`src/rtl/dma_pkg.sv`:
```
// Shared types and constants for the word-memory copy/fill engine.
package dma_pkg;

  typedef enum logic [2:0] {
    IDLE = 3'd0,
    RD   = 3'd1,
    WAIT = 3'd2,
    WR   = 3'd3,
    FILL = 3'd4,
    DONE = 3'd5
  } dma_state_t;

  typedef enum logic {
    DMA_COPY = 1'b0,
    DMA_FILL = 1'b1
  } dma_mode_t;

  localparam logic [3:0] BE_WORD = 4'hF;

endpackage

```
`src/rtl/mem_dma_copy.sv`:
```
// Bus initiator that copies or pattern-fills a block of 32-bit words over a
// single-port memory interface whose read data returns one cycle after the request.
module mem_dma_copy
  import dma_pkg::*;
#(
  parameter int LEN_W = 16
) (
  input  logic             clk,
  input  logic             rst,
  input  logic             start,
  input  logic             mode,
  input  logic [31:0]      src_addr,
  input  logic [31:0]      dst_addr,
  input  logic [LEN_W-1:0] len_words,
  input  logic [31:0]      fill_data,
  output logic             busy,
  output logic             done,
  output logic [LEN_W-1:0] remaining,
  output logic             mem_req,
  output logic [31:0]      mem_addr,
  output logic             mem_we,
  output logic [3:0]       mem_be,
  output logic [31:0]      mem_wdata,
  input  logic [31:0]      mem_rdata
);

  localparam logic [31:0] WORD_MASK = 32'hFFFF_FFFC;

  dma_state_t  state;
  logic [31:0] src_ptr;
  logic [31:0] dst_ptr;
  logic [31:0] fill_q;

  // All bus outputs are registered; each transition pre-loads the values for the next state.
  always_ff @(posedge clk or posedge rst) begin
    if (rst) begin
      state     <= IDLE;
      src_ptr   <= '0;
      dst_ptr   <= '0;
      fill_q    <= '0;
      busy      <= 1'b0;
      done      <= 1'b0;
      remaining <= '0;
      mem_req   <= 1'b0;
      mem_addr  <= '0;
      mem_we    <= 1'b0;
      mem_be    <= '0;
      mem_wdata <= '0;
    end else begin
      done <= 1'b0;
      case (state)
        IDLE: begin
          if (start) begin
            src_ptr   <= src_addr & WORD_MASK;
            dst_ptr   <= dst_addr & WORD_MASK;
            fill_q    <= fill_data;
            remaining <= len_words;
            if (len_words == '0) begin
              state <= DONE;
              done  <= 1'b1;
            end else if (dma_mode_t'(mode) == DMA_FILL) begin
              state     <= FILL;
              busy      <= 1'b1;
              mem_req   <= 1'b1;
              mem_we    <= 1'b1;
              mem_be    <= BE_WORD;
              mem_addr  <= dst_addr & WORD_MASK;
              mem_wdata <= fill_data;
            end else begin
              state    <= RD;
              busy     <= 1'b1;
              mem_req  <= 1'b1;
              mem_we   <= 1'b0;
              mem_be   <= '0;
              mem_addr <= src_addr & WORD_MASK;
            end
          end
        end
        RD: begin
          state   <= WAIT;
          mem_req <= 1'b0;
          mem_we  <= 1'b0;
          mem_be  <= '0;
        end
        WAIT: begin
          // mem_wdata doubles as the captured read-data register.
          state     <= WR;
          mem_wdata <= mem_rdata;
          mem_req   <= 1'b1;
          mem_we    <= 1'b1;
          mem_be    <= BE_WORD;
          mem_addr  <= dst_ptr;
        end
        WR: begin
          src_ptr   <= src_ptr + 32'd4;
          dst_ptr   <= dst_ptr + 32'd4;
          remaining <= remaining - 1'b1;
          mem_we    <= 1'b0;
          mem_be    <= '0;
          if (remaining == LEN_W'(1)) begin
            state   <= DONE;
            done    <= 1'b1;
            busy    <= 1'b0;
            mem_req <= 1'b0;
          end else begin
            state    <= RD;
            mem_req  <= 1'b1;
            mem_addr <= src_ptr + 32'd4;
          end
        end
        FILL: begin
          dst_ptr   <= dst_ptr + 32'd4;
          remaining <= remaining - 1'b1;
          if (remaining == LEN_W'(1)) begin
            state   <= DONE;
            done    <= 1'b1;
            busy    <= 1'b0;
            mem_req <= 1'b0;
            mem_we  <= 1'b0;
            mem_be  <= '0;
          end else begin
            mem_addr  <= dst_ptr + 32'd4;
            mem_wdata <= fill_q;
          end
        end
        DONE: begin
          state <= IDLE;
        end
        default: begin
          state   <= IDLE;
          busy    <= 1'b0;
          mem_req <= 1'b0;
          mem_we  <= 1'b0;
          mem_be  <= '0;
        end
      endcase
    end
  end

endmodule

```
`config.mk`:
```
export PLATFORM = sky130hd
export DESIGN_NAME = mem_dma_copy
export DESIGN_NICKNAME = d
export VERILOG_FILES = /design/src/rtl/dma_pkg.sv /design/src/rtl/mem_dma_copy.sv
export SDC_FILE = /design/constraint.sdc
export NUM_CORES = 1
export LEC_CHECK = 0
export CORE_MARGIN = 3
export CORE_UTILIZATION = 45
export CTS_CLUSTER_SIZE = 28
export DETAILED_ROUTE_END_ITERATION = 10
export GPL_TIMING_DRIVEN = 0
export PLACE_DENSITY = 0.72
export SLEW_MARGIN = 10
export SYNTH_ARGS = -nofsm -noshare
export SYNTH_HDL_FRONTEND = slang
export SYNTH_SLANG_ARGS = --single-unit
```
`constraint.sdc`:
```
create_clock -name clk -period 15.6 [get_ports clk]
set_input_delay 2.34 -clock clk [delete_from_list [all_inputs] [get_ports clk]]
set_output_delay 2.34 -clock clk [all_outputs]
set_load 0.02 [all_outputs]
```
==> summary.md <==
| Metric | Value |
|---|---|
| Clk pwr share | 0.146 |
| GPL Wtd Cong | 1.05 |
| Reg-to-reg setup timing slack | 12.31 ns |
| DRC | 0 |
| CTS H-tree depth | 4 |
| Final setup viols | 0 |
| Hold-fix buffers, CTS | 0 |
| Vias per cell | 6.25 |
| CP Data Required Time | 15.98 ns |
| Worst Tran Pin Value | 1.16 ns |
| Synthesized area | 10800 µm² |
| FILL cells | 2119 |
| Startpoint class of the critical path | primary input |
| Antenna violations before repair | 0 |
| Register area share after synthesis | 0.412 |
| # diodes | 0 |
| Most frequent cells in the layout | nand2_1, clkdlybuf4s50_1, dfrtp_1 |
| Post-synthesis register bit count | 178 |
| Worst setup EP type | register |
| Clock root cell | clkbuf_16 |
| WL final | 45000 µm |
| Layout Skew | 0.0153 ns |
| CTS Buffer Depth | 2 |
| Max Fclk | 0.202 GHz |
| PwrDens | 228 nW/µm² |
| CP Max Fanout | 10 |
| Largest net degree at the start of global routing | 113 |
| Distinct cells, synth | 82 |
| Tot Pwr | 0.00324 W |
| RSZ-0062 raised after global routing | false |
| Final worst path period need | 4.95 ns |
| Initial core utilization | 0.460 |
| Switching Fraction | 0.497 |
| Vias in the first global route | 11482 |
| Final setup TNS | 0 ns |
| HPWL after DPL | 33000 µm |
| Die Height | 161 µm |
| P_int | 0.00163 W |
| Hold Path End | fill_q[22]$_DFFE_PP0P_ |
| Worst R2R Path Depth | 9 |
| Worst vdd ir | 95.1 µV |
| Post-CTS setup buffers | 0 |
| Port-buffer cells | 231 |
| Worst-skew pair later-pin latency | 0.45 ns |
| Final period util | 0.317 |
| Status | completed |
| Most common cell after layout, fill and taps aside | nand2_1 |
| CTS tree | built |
| WL per Instance | 23.5 µm |
| Detail Route Antenna Nets | 0 |
| Final max-slew violation count | 0 |
| Worst r2r src | state[1]$_DFFE_PP0P_ |
| Gr usage total | 0.340 |
| Slew HR | 0.224 |
| Post-synthesis net count | 1479 |
| Final hold vios | 0 |
| WS Path Type | primary input to register |
| Hold path startpoint | fill_q[22]$_DFFE_PP0P_ |
| First-pass GRT wire length | 68300 µm |
| Die area | 25900 µm² |
| Max Cap Viol | 0 |
| Leak pwr | 5.81 nW |
| CORE AREA | 23500 µm² |
| Final nets | 1730 |
| Via count | 11943 |
| Clk sinks | 178 |
| Sequential share of power | 0.279 |
| DR pass1 iterations | 6 |
| Cells after synthesis | 1327 |
| FF-to-FF End | src_ptr[13]$_DFFE_PP0P_ |
| Synthesis-to-finish area growth | 31.3% |
| Critical Path AT | 5.33 ns |
| I/O pins | 236 |
| Post-Syn Area per Cell | 8.15 µm² |
| Rows | 56 |
| Asr flop ratio synth | 1.00 |
| Total gr overflow | 0 |
| Yosys warning count | 0 |
| Initial DRC Count | 1497 |
| CTS Buf Count | 17 |
| Die width | 161 µm |
| EDFF count, synth | 0 |
| Net Sw Power | 0.00161 W |
| Post-CTS sizing | 0 |
| Logic pwr share | 0.575 |
| Reg clk slew, reported paths | 0.07 ns |
| Share of layout cells above drive strength 1 | 0.0654 |
| Hold WC Path Type | register to register |
| Hold-critical path depth | 2 |
| Synth Flop Type | dfrtp_1 |
==> power by group through the flow <==
stage | clock network (W) | logic (W) | registers [W]
floorplan | 0 | 0.00101 | 0.000975
global placement | 0 | 0.00179 | 0.000893
detailed placement | 0 | 0.00183 | 0.000900
CTS | 0.000473 | 0.00183 | 0.000893
global route | 0.000491 | 0.00200 | 0.000930
finish | 0.000473 | 0.00186 | 0.000903
==> logic make-up (layout without fill, tap and decap cells) <==
| logic type | Yosys count | in the layout | synth area share |
|---|---|---|---|
| adders and majority gates | 4 | 4 | 0.00462 |
| and+or+nand+nor | 489 | 489 | 0.206 |
| DFF | 178 | 178 | 0.412 |
| xor gates and xnor gates | 36 | 36 | 0.0291 |
| muxes | 33 | 33 | 0.0321 |
| AOI/OAI and AO/OA | 456 | 456 | 0.263 |
| buffers and inverters | 131 | 395 | 0.0540 |
==> cells in the mapped netlist (14+ instances only) <==
cell type,n,area (µm²)
a31oi_1,14,87.6
nand2_1,234,878
clkbuf_1,58,218
nand4_1,25,156
mux2i_1,22,220
a21oi_1,152,761
dfrtp_1,178,4450
a22o_1,42,368
nor2_1,103,387
and3_1,16,100
o22ai_1,37,231
nor3_1,22,110
buf_2,25,125
nand3_1,34,170
o21ai_0,119,596
inv_1,22,82.6
xnor2_1,27,236
==> worst max-delay path, cell delays in order <==
cell             delay (ns)
clkdlybuf4s50_1        0.50
buf_2                  0.34
buf_1                  0.57
buf_1                  0.76
mux2i_1                0.18
a32oi_1                0.42
a22o_1                 0.21
==> stage by stage <==
stage / hold slack, ns / util / setup WS (ns) / std cells / instance area [µm²]
after floorplan: 0.447 / - / 8.43 / 1327 / 10800
after global placement: 0.458 / 0.575 / 5.69 / 1877 / 13500
after detailed placement: 0.464 / 0.576 / 10.45 / 1878 / 13600
after CTS: 0.481 / 0.603 / 10.88 / 1910 / 14200
after global routing: 0.494 / 0.603 / 10.71 / 1910 / 14200
final: 0.478 / 0.603 / 10.65 / 1910 / 14200
==> layout make-up <==
type	count	area, µm²	share of cell area
clock inverter	15	214	0.0151
clock buffer	17	425	0.0299
multi-input combinational	1018	5780	0.407
inverter	22	90.1	0.00634
timing repair buffer	232	2340	0.165
sequential	178	4450	0.314
buffer	109	502	0.0353
tap	319	399	0.0281
==> worst max-delay path by stage <==
stage	from	end	slack, ns
6_report	mode	mem_addr[13]$_DFFE_PP0P_	10.65
5_1_grt	mode	mem_addr[13]$_DFFE_PP0P_	10.71
4_1_cts	mode	mem_addr[13]$_DFFE_PP0P_	10.88
3_5_place_dp	mode	mem_addr[13]$_DFFE_PP0P_	10.45
3_3_place_gp	rst	src_ptr[19]$_DFFE_PP0P_	5.69
2_1_floorplan	rst	busy$_DFFE_PP0P_	8.43
==> state kept, by name, indices dropped and copies added, names as in the netlist <==
| name | count |
|---|---|
| busy | 1 |
| done | 1 |
| dst_ptr | 30 |
| fill_q | 32 |
| mem_addr | 31 |
| mem_be | 1 |
| mem_req | 1 |
| mem_wdata | 32 |
| remaining | 16 |
| src_ptr | 30 |
| state | 3 |
==> per-layer routing <==
metal / up-vias / track usage / wire length, µm
li1: 5297 / - / -
met1: 5710 / 0.446 / 18000
met2: 779 / 0.528 / 19800
met3: 157 / 0.0726 / 4520
met4: 0 / 0.186 / 2640
met5: - / 0 / 0
Power figures use the tool's default switching activity.
